**config.mk**
```make
export PLATFORM = sky130hd
export DESIGN_NAME = multicycle_stage_sequencer
export DESIGN_NICKNAME = d
export VERILOG_FILES = /design/src/rtl/multicycle_stage_sequencer.sv
export SDC_FILE = /design/constraint.sdc
export NUM_CORES = 1
export LEC_CHECK = 0
export CAP_MARGIN = 10
export CORE_UTILIZATION = 44
export DETAILED_ROUTE_END_ITERATION = 10
export PLACE_DENSITY = 0.73
export RECOVER_POWER = 100
export SYNTH_ARGS = -nofsm -noshare
export SYNTH_HDL_FRONTEND = slang
export SYNTH_SLANG_ARGS = --single-unit
```
**constraint.sdc**
```tcl
create_clock -name clock -period 4.4 [get_ports clock]
set_clock_uncertainty 0.2 [all_clocks]
set_input_delay 1.1 -clock clock [delete_from_list [all_inputs] [get_ports clock]]
set_output_delay 1.1 -clock clock [all_outputs]
set_load 0.005 [all_outputs]
```
**src/rtl/multicycle_stage_sequencer.sv**
```systemverilog
`default_nettype none
// ============================================================================
// Module      : multicycle_stage_sequencer
// Description : Multicycle FETCH/DECODE/EXECUTE/MEMORY/WRITEBACK stage-enable
//               sequencer with memory handshakes, wait timeout and retire count.
// Revision    : 1.0 - initial release
// ============================================================================
module multicycle_stage_sequencer #(
    parameter int CNT_W   = 32,
    parameter int TIMEOUT = 16,
    parameter int TO_W    = 8
) (
    input  logic             clock,
    input  logic             reset_n,
    input  logic             start,
    input  logic             step_mode,
    input  logic             halt_req,
    output logic             imem_req,
    input  logic             imem_ack,
    output logic             dmem_req,
    output logic             dmem_we,
    input  logic             dmem_ack,
    input  logic             dec_is_load,
    input  logic             dec_is_store,
    input  logic             dec_writes_reg,
    output logic             en_fetch,
    output logic             en_decode,
    output logic             en_execute,
    output logic             en_memory,
    output logic             en_writeback,
    output logic             pc_update,
    output logic             busy,
    output logic             fault,
    output logic [CNT_W-1:0] retired_count
);

    localparam logic [2:0] c_IDLE      = 3'd0;
    localparam logic [2:0] c_FETCH     = 3'd1;
    localparam logic [2:0] c_DECODE    = 3'd2;
    localparam logic [2:0] c_EXECUTE   = 3'd3;
    localparam logic [2:0] c_MEMORY    = 3'd4;
    localparam logic [2:0] c_WRITEBACK = 3'd5;
    localparam logic [2:0] c_HALTED    = 3'd6;
    localparam logic [2:0] c_FAULT     = 3'd7;

    localparam logic [TO_W-1:0]  c_TIMEOUT  = TO_W'(TIMEOUT);
    localparam logic [TO_W-1:0]  c_WAIT_MAX = '1;
    localparam logic [CNT_W-1:0] c_CNT_MAX  = '1;

    logic [2:0]       r_state;
    logic [2:0]       w_next;
    logic [2:0]       w_after_retire;
    logic [TO_W-1:0]  r_wait;
    logic             r_load;
    logic             r_store;
    logic             r_wr;
    logic [CNT_W-1:0] r_count;
    logic             r_fault;
    logic             w_waiting;
    logic             w_timeout;
    logic             w_retire;

    always_comb begin
        w_waiting = ((r_state == c_FETCH) && !imem_ack) ||
                    ((r_state == c_MEMORY) && !dmem_ack);
        // An ack arriving in the cycle the counter hits TIMEOUT still wins.
        w_timeout = w_waiting && (TIMEOUT != 0) && (r_wait >= c_TIMEOUT);
        w_retire  = ((r_state == c_EXECUTE) && !r_load && !r_store && !r_wr) ||
                    ((r_state == c_MEMORY) && dmem_ack && r_store) ||
                    (r_state == c_WRITEBACK);

        if (halt_req)
            w_after_retire = c_HALTED;
        else if (step_mode)
            w_after_retire = c_IDLE;
        else
            w_after_retire = c_FETCH;

        w_next = r_state;
        case (r_state)
            c_IDLE, c_HALTED: begin
                if (start)
                    w_next = c_FETCH;
            end
            c_FETCH: begin
                if (imem_ack)
                    w_next = c_DECODE;
                else if (w_timeout)
                    w_next = c_FAULT;
            end
            c_DECODE: begin
                w_next = c_EXECUTE;
            end
            c_EXECUTE: begin
                if (r_load || r_store)
                    w_next = c_MEMORY;
                else if (r_wr)
                    w_next = c_WRITEBACK;
                else
                    w_next = w_after_retire;
            end
            c_MEMORY: begin
                if (dmem_ack)
                    w_next = r_store ? w_after_retire : c_WRITEBACK;
                else if (w_timeout)
                    w_next = c_FAULT;
            end
            c_WRITEBACK: begin
                w_next = w_after_retire;
            end
            default: begin
                w_next = c_FAULT;
            end
        endcase
    end

    always_ff @(posedge clock) begin
        if (!reset_n) begin
            r_state <= c_IDLE;
            r_wait  <= '0;
            r_load  <= 1'b0;
            r_store <= 1'b0;
            r_wr    <= 1'b0;
            r_count <= '0;
            r_fault <= 1'b0;
        end else begin
            r_state <= w_next;

            // Any non-waiting cycle clears the counter, so entry to FETCH/MEMORY starts at 0.
            if (!w_waiting)
                r_wait <= '0;
            else if (r_wait != c_WAIT_MAX)
                r_wait <= r_wait + 1'b1;

            if (r_state == c_DECODE) begin
                r_load  <= dec_is_load & ~dec_is_store;
                r_store <= dec_is_store;
                r_wr    <= dec_writes_reg;
            end

            if (w_retire && (r_count != c_CNT_MAX))
                r_count <= r_count + 1'b1;

            if (w_timeout)
                r_fault <= 1'b1;
        end
    end

    assign imem_req      = (r_state == c_FETCH);
    assign en_fetch      = (r_state == c_FETCH) && imem_ack;
    assign en_decode     = (r_state == c_DECODE);
    assign en_execute    = (r_state == c_EXECUTE);
    assign dmem_req      = (r_state == c_MEMORY);
    assign dmem_we       = (r_state == c_MEMORY) && r_store;
    assign en_memory     = (r_state == c_MEMORY) && dmem_ack;
    assign en_writeback  = (r_state == c_WRITEBACK);
    assign pc_update     = w_retire;
    assign busy          = (r_state != c_IDLE) && (r_state != c_HALTED) && (r_state != c_FAULT);
    assign fault         = r_fault;
    assign retired_count = r_count;

endmodule
`default_nettype wire

```
Word level (Yosys, flattened, before mapping):

Index checks and enable logic that the tools add are counted.

* bits in registers: 47
* input bits: 10

* add/sub/neg operators: 2
* order comparisons: 1
* eq/ne operators: 11
* multiplexer cells: 10
* bitwise logic cells: 2
* reduce and logical (&&, ||, !) cells: 26

Operators by type and width (count)
* adder 32 x 1 -> 32 bit (second input constant): 1
* inequality test 32 bit (second input constant): 1
* two-way mux 3 bit: 8
* case mux 3 bit (6 select lines): 1
* logical AND 1 bit: 13
* equality test 3 bit (second input constant): 3
* adder 8 x 1 -> 8 bit (second input constant): 1
* greater-or-equal comparator 8 x 5 -> 1 bit (second input constant): 1
* inequality test 8 bit (second input constant): 1
* equality test 3 x 2 -> 1 bit (second input constant): 2
* inequality test 3 bit (second input constant): 2
* zero test 1 bit: 5
* logical OR 1 bit: 4
* equality test 3 x 1 -> 1 bit (second input constant): 1
* zero test 3 bit: 1
* nonzero test 3 bit: 1
* inequality test 2 bit (second input constant): 1
* AND reduction 2 bit: 1
* OR reduction 2 bit: 1
* AND 1 bit: 1
* two-way mux 1 bit: 1
* NOT 1 bit: 1

Logic depth before layout (Yosys ltp):

Gate-level depths: netlist of the first run.

* depth after elaboration: 7
* mapped depth: 8
* depth with buffers taken out: 6

Least setup slack after synthesis of the first run:

Ideal clock, no wire load.

* path type: input port to output port
* from: input port dmem_ack
* to: output port pc_update
* data arrival time: 1643 ps
* required time: 3100 ps
* path slack: 1457 ps
* cell stages on the path: 3
* cell sequence: a21oi_1 a2bb2oi_1 inv_2

* word-level cells in the longest chain between the ends: 4

RTL lines
* start, declared: line 22 `input logic dmem_ack,`
* logical AND 1 bit (2 in a row): line 69 `((r_state == c_MEMORY) && dmem_ack && r_store) ||`
* logical OR 1 bit: line 68 `w_retire = ((r_state == c_EXECUTE) && !r_load && !r_store && !r_wr) ||`
* logical OR 1 bit: line 69
* end, declared: line 31 `output logic pc_update,`

Every way passes these cells.

Final worst setup path of the first run:

Ends and elaborated chain as after synthesis.

==> impl_results.md, run 1 <==
* RSZ-0062 raised after global routing: false
* Post_cts resized at 0
* Fillers at roughly 560
* Critical path's largest stage delay at between 600 and 700 ps
* Clock Latency Late Sink at 300 ps
* Max Cap Viol at 1
* CTS tree: built
* GRT overflow at 0
* Synth unique cells at 51
* Asr flop ratio synth at 0
* CTS buffer count at 5
* Gr usage total at 0.2083
* # H-tree levels at 2
* Util after Layout at 0.5733
* Register area at about 940 sq um
* Area delta synth->final at 24.34%
* N_diodes at 0
* Clock transition at path regs at 80 ps
* Crit path kind: primary input to output pin
* Die extent in y at 78.43 microns
* RePlAce Congestion at 0.7683
* Vias in the first global route at 2290
* EDFF count, synth at 0
* Hold Path Class: flip-flop to flip-flop
* Synth top cells by count: 47 x dfxtp_1, 27 x a21oi_1, 26 x nand2_1
* WP depth at 5
* Clock Tree Buf Depth at 2
* Minimum clock period at 4116 ps
* Port bufs at 52
* Final setup viols at 0
* Tightest Pin Transition at about 1800 ps
* Worst reg2reg path depth at 7
* Critical path peak fanout at 6
* Worst-path cell chain: dlygate4sd3_1, a21oi_1, a2bb2oi_1, inv_2, clkdlybuf4s50_1
* Synthesized cell area at roughly 2600 sq um
* Pwr dens at 254.2 nW/um^2
* Fin. max-slew vios at 34
* Cell leakage power at about 1.1 nW
* DRC errors left at 0
* Rel. slew slack at -0.2035
* Via Count at 2531
* Syn nets at 324
* Setup TNS at 0 ps
* DIE WIDTH at roughly 80 microns
* Cells after DPL at 425
* Initial antenna violation count at 0
* Ys Warns at 0
* Layout Cells excl Fill at 433
* # hold bufs at CTS at 0
* Crit path max-delay cell type: dlygate4sd3_1
* Startpoint Class: primary input
* FF+latch count, synth at 47
* Share of cells above drive strength 1 at 0.07479
* Core area at around 5600 sq um
* Most frequent cell after synthesis: dfxtp_1
* Post-route ant nets at 0
* Total Nets Final at 373
* Clock root buffer: clkbuf_8
* Placement Rows at 27
* WL/cell at 14.23 microns
* Die Area at a little over 6000 sq um
* Area of the multi-input gates at 1521 sq um
* Hold Path Depth at 2
* Peak supply drop at 0.0001188 V
* Via/cell ratio at 5.845
* Gate Count Post-Synth at 311
* Worst path bufs/invs at 3
* Failing checks: capacitance limit, slew limit
* Synth Flop Type: dfxtp_1
* Top cell type's share of synthesized area at 0.3661
* Status: finished with violations
* Post-CTS Setup Bufs at 0
* WP data arrival at around 2800 ps
* Largest area contributor in the netlist: dfxtp_1
* Final wirelength at 6.161 mm
* CP Data Required Time at 3100 ps
* Io pins at 53
* Design Power at 812.2 uW
* Sequential share of the synthesized area at 0.3661
* Starting Density at 0.4611
* Initial DRC Count at 100
* Area contributors post-synth: dfxtp_1 37%, a21oi_1 5.3%, or4_1 4.4%
* First-pass GRT wire length at 10.34 mm
* Clk sinks at 47
* Largest delay share family, worst path: buffers and inverters
* Post-synthesis average cell area at 8.264 sq um
* Number of iterations in the first detailed-routing pass at 4
* HPWL Detailed at 4.288 mm
* Largest net degree at the start of global routing at 34
* Top achievable clock speed at about 240 MHz
* Final Cycle Share at 0.9355
* Endpoints failing hold at 0
* CP Capture Type: output pin
path summary, 6_finish.rpt:
| check | startpoint | end | slack [ps] |
|---|---|---|---|
| worst max-delay path | dmem_ack | pc_update | 280 |
| worst min-delay path | fault | fault | 280 |
| worst max register to register | r_state[0] | retired_count[20] | 1380 |
| worst min register to register | fault | fault | 280 |
flip-flops by register name, indices dropped and copies added, names as in the netlist:
signal and cells:
r_wait 8, r_state 3, r_load 1, r_store 1, r_wr 1, fault 1, retired_count 32
cells in the final DEF (no fill, tap or decap), types with 9 or more instances in the layout:
cell              n
dfxtp_1          47
dlygate4sd3_1    43
a21oi_1          28
nand2_1          26
nor2_1           23
nand3_1          17
or4_1            15
o31ai_1          14
o21ai_0          14
or3_1            11
nand4_1           9
a21oi_2           9
clkdlybuf4s50_1   9
power breakdown:
group | internal (mW) | switching [mW] | leakage [nW]
Clock | 0.112 | 0.141 | 0.0422
Sequential | 0.433 | 0.0221 | 0.379
Combinational | 0.0512 | 0.0527 | 0.695
through the flow:
step,cell area [sq um],worst slack (ps),hold slack (ps)
floorplan,2570,1457,262.3
global placement,3132,431.9,251.5
detailed placement,3132,413.5,262.5
CTS,3213,403.5,282.2
global route,3196,225.6,306.5
finish,3196,283.8,279.0
final cells by class:
type	instances	share of cell area
inverters	9	0.01057
multi-input cells	243	0.4761
well taps	72	0.02819
clock buffers	7	0.02388
repair buffers	54	0.1652
flip-flops and latches	47	0.2944
clock inverters	1	0.001566
worst min-delay path, cell delays in order, from the launching register on:
cell	delay, ps
dfxtp_1	330
nor2_1	50
nor2_1	70
cell families (layout without fill, tap and decap cells):
logic type      count (synthesis)  in the layout  share of synthesized area
mux                             2              2                   0.007790
flops                          47             47                     0.3661
buf+inv                        21             71                    0.03797
compound gates                 82             82                     0.2059
simple gates                  149            149                     0.3437
fa+ha+maj                       3              3                    0.01461
xor+xnor                        7              7                    0.02386
per-layer routing:
layer / vias up / global-route usage / wire length [microns] / part of all wire
met5: - / 0 / 0 / 0
met3: 11 / 0.03837 / 249 / 0.040
met4: 0 / 0.08519 / 104 / 0.017
li1: 1265 / - / - / -
met2: 62 / 0.3500 / 2944 / 0.48
met1: 1193 / 0.2613 / 2863 / 0.46
No activity file was read; power rests on OpenSTA's default activity.
==> inputs of run 2 (changes only) <==
--- a/config.mk
+++ b/config.mk
@@ -6,9 +6,9 @@
 export NUM_CORES = 1
 export LEC_CHECK = 0
 export CAP_MARGIN = 10
-export CORE_UTILIZATION = 44
+export CORE_UTILIZATION = 55
 export DETAILED_ROUTE_END_ITERATION = 10
-export PLACE_DENSITY = 0.73
+export PLACE_DENSITY = 0.88
 export RECOVER_POWER = 100
 export SYNTH_ARGS = -nofsm -noshare
 export SYNTH_HDL_FRONTEND = slang
==> run 2 against run 1 <==
  * The flow still finishes with violations (capacitance limit, slew limit)
  * Critical endpoint unchanged
  * Clock power rose by 7.9%
  * Highest routed layer unchanged
  * Clock-buffer cell count stayed put
  * Non-clock buffer count is the same
  * Largest power group unchanged
  * Core utilization up 15 points
==> impl_results.md, run 2 (synthesis gave the netlist of run 1 again) <==
* Status: finished with violations (unchanged)
* Failing checks: capacitance limit, slew limit (unchanged)
* Placed Area at 3107 sq um (was 3132 sq um)
* Post-route ant nets at 0 (unchanged)
* Worst Setup Slack, final at 313.7 ps (was 283.8 ps)
* Hold Path Depth at 2 (unchanged)
* Largest net degree at the start of global routing at 34 (unchanged)
* Post_cts resized at 0 (unchanged)
* Most frequent cells in the layout: 47 x dfxtp_1, 42 x dlygate4sd3_1, 29 x a21oi_1 (was 47 x dfxtp_1, 43 x dlygate4sd3_1, 28 x a21oi_1)
* Via Count at 2507 (was 2531)
* Worst R2R Start: r_state[0] (unchanged)
* Starting Density at 0.5822 (was 0.4611)
* Die extent in y at 70.36 microns (was 78.43 microns)
* RePlAce Congestion at 0.8429 (was 0.7683)
* CP Capture Type: output pin (unchanged)
* Pwr dens at 261.3 nW/um^2 (was 254.2 nW/um^2)
* Pre-CTS setup slack at 440.3 ps (was 413.5 ps)
* # hold bufs at CTS at 0 (unchanged)
* Commonest non-fill, non-tap cell in the layout: dfxtp_1 (unchanged)
* Clk sinks at 47 (unchanged)
* RSZ-0062 raised after global routing: false (unchanged)
* Layout Cells excl Fill at 413 (was 433)
* Crit path kind: primary input to output pin (unchanged)
* Initial antenna violation count at 0 (unchanged)
* CTS tree: built (unchanged)
* DIE WIDTH at 70.36 microns (was 78.43 microns)
* # H-tree levels at 2 (unchanged)
* Total Nets Final at 373 (unchanged)
* Peak supply drop at 0.0001310 V (was 0.0001188 V)
* WP data arrival at 2790 ps (was 2820 ps)
* Vias in the first global route at 2271 (was 2290)
* Port bufs at 52 (unchanged)
* Critical path peak fanout at 6 (unchanged)
* WL/cell at 14.56 microns (was 14.23 microns)
* CTS buffer count at 5 (unchanged)
* First-pass GRT wire length at 10.38 mm (was 10.34 mm)
* Cell leakage power at 1.118 nW (was 1.116 nW)
* Cells after DPL at 405 (was 425)
* Tightest Pin Transition at 1703 ps (was 1805 ps)
* Worst Hold End: fault (unchanged)
* Clock transition at path regs at 80 ps (about the same)
* Clock root buffer: clkbuf_8 (unchanged)
* Number of iterations in the first detailed-routing pass at 4 (unchanged)
* Area delta synth->final at 23.76% (was 24.34%)
* Via/cell ratio at 6.070 (was 5.845)
* Worst reg2reg path endpoint: retired_count[19] (was retired_count[20])
* GRT overflow at 0 (unchanged)
* HPWL Detailed at 4.274 mm (was 4.288 mm)
* Critical path's largest stage delay at 610 ps (about the same)
* Post-CTS Setup Bufs at 0 (unchanged)
* Core area at 4414 sq um (was 5574 sq um)
* DRC errors left at 0 (unchanged)
* Hold Startpoint: fault (unchanged)
* Final setup viols at 0 (unchanged)
* Fin. max-slew vios at 34 (unchanged)
* Clock Tree Buf Depth at 2 (unchanged)
* Startpoint Class: primary input (unchanged)
* Endpoints failing hold at 0 (unchanged)
* Clock Latency Late Sink at 300 ps (about the same)
* Gr usage total at 0.2590 (was 0.2083)
* Crit. Startpoint: dmem_ack (unchanged)
* Io pins at 53 (unchanged)
* Worst reg2reg path depth at 7 (unchanged)
* Final wirelength at 6.013 mm (was 6.161 mm)
* WHS at 269.3 ps (was 279.0 ps)
* Worst-path cell chain: dlygate4sd3_1, a21oi_1, a2bb2oi_1, inv_2, clkdlybuf4s50_1 (unchanged)
* Design Power at 831.1 uW (was 812.2 uW)
* N_diodes at 0 (unchanged)
* Share of cells above drive strength 1 at 0.07479 (unchanged)
* Minimum clock period at 4086 ps (was 4116 ps)
* Crit path max-delay cell type: dlygate4sd3_1 (unchanged)
* Initial DRC Count at 137 (was 100)
* Die Area at 4950 sq um (was 6150 sq um)
* Final Cycle Share at 0.9287 (was 0.9355)
* Placement Rows at 24 (was 27)
* Flop2flop setup slack at 1460 ps (was 1380 ps)
* Util after Layout at 0.7205 (was 0.5733)
* Top achievable clock speed at 244.7 MHz (was 242.9 MHz)
* Post-route cell area at 3181 sq um (was 3196 sq um)
* Rel. slew slack at -0.1356 (was -0.2035)
* Max Cap Viol at 1 (unchanged)
* CP Data Required Time at 3100 ps (about the same)
* Setup TNS at 0 ps (unchanged)
* Hold Path Class: flip-flop to flip-flop (unchanged)
* Largest register FFs at 32 (unchanged)
run 2: changes by cell type in the layout (fill, tap and decap cells not counted):
cell,previous run,this run
and2_1,4,3
clkinv_2,1,0
a21oi_2,9,8
clkinv_4,0,1
dlygate4sd3_1,43,42
clkbuf_8,5,6
a21oi_1,28,29
clkbuf_1,4,3
clkdlybuf4s50_1,9,10
and2_0,1,2
run 2: power by group:
group	leakage [nW]	total, mW	switching [mW]	internal, mW
registers	0.379	0.455	0.0214	0.434
logic	0.690	0.103	0.0515	0.0512
clock network	0.0484	0.273	0.144	0.129
total	1.12	0.831	0.217	0.614
run 2: area by class of cell:
type | count | area, sq um
fillers | 365 | 1234
inverters | 9 | 33.78
multi-input cells | 243 | 1518
clock inverters | 1 | 8.758
clock buffers | 7 | 86.33
repair buffers | 54 | 528.0
well taps | 52 | 65.06
flip-flops and latches | 47 | 940.9
run 2: worst max-delay path: cells and delay by family:
| family | cells | cell delay, ps |
|---|---|---|
| buf+inv | 3 | 1140 |
| compound gates | 2 | 540 |
run 2: worst max-delay path by stage:
stage	end	slack, ps	depth (start not counted)
finish	pc_update	310	5
global route	pc_update	270	5
CTS	pc_update	430	5
detailed placement	pc_update	440	5
global placement	pc_update	440	5
floorplan	pc_update	1460	3
run 2: routing by layer:
layer	GRT usage	share of wire
met5	0	0
met4	0.08444	0.010
met3	0.05195	0.044
met2	0.4328	0.49
met1	0.3321	0.46
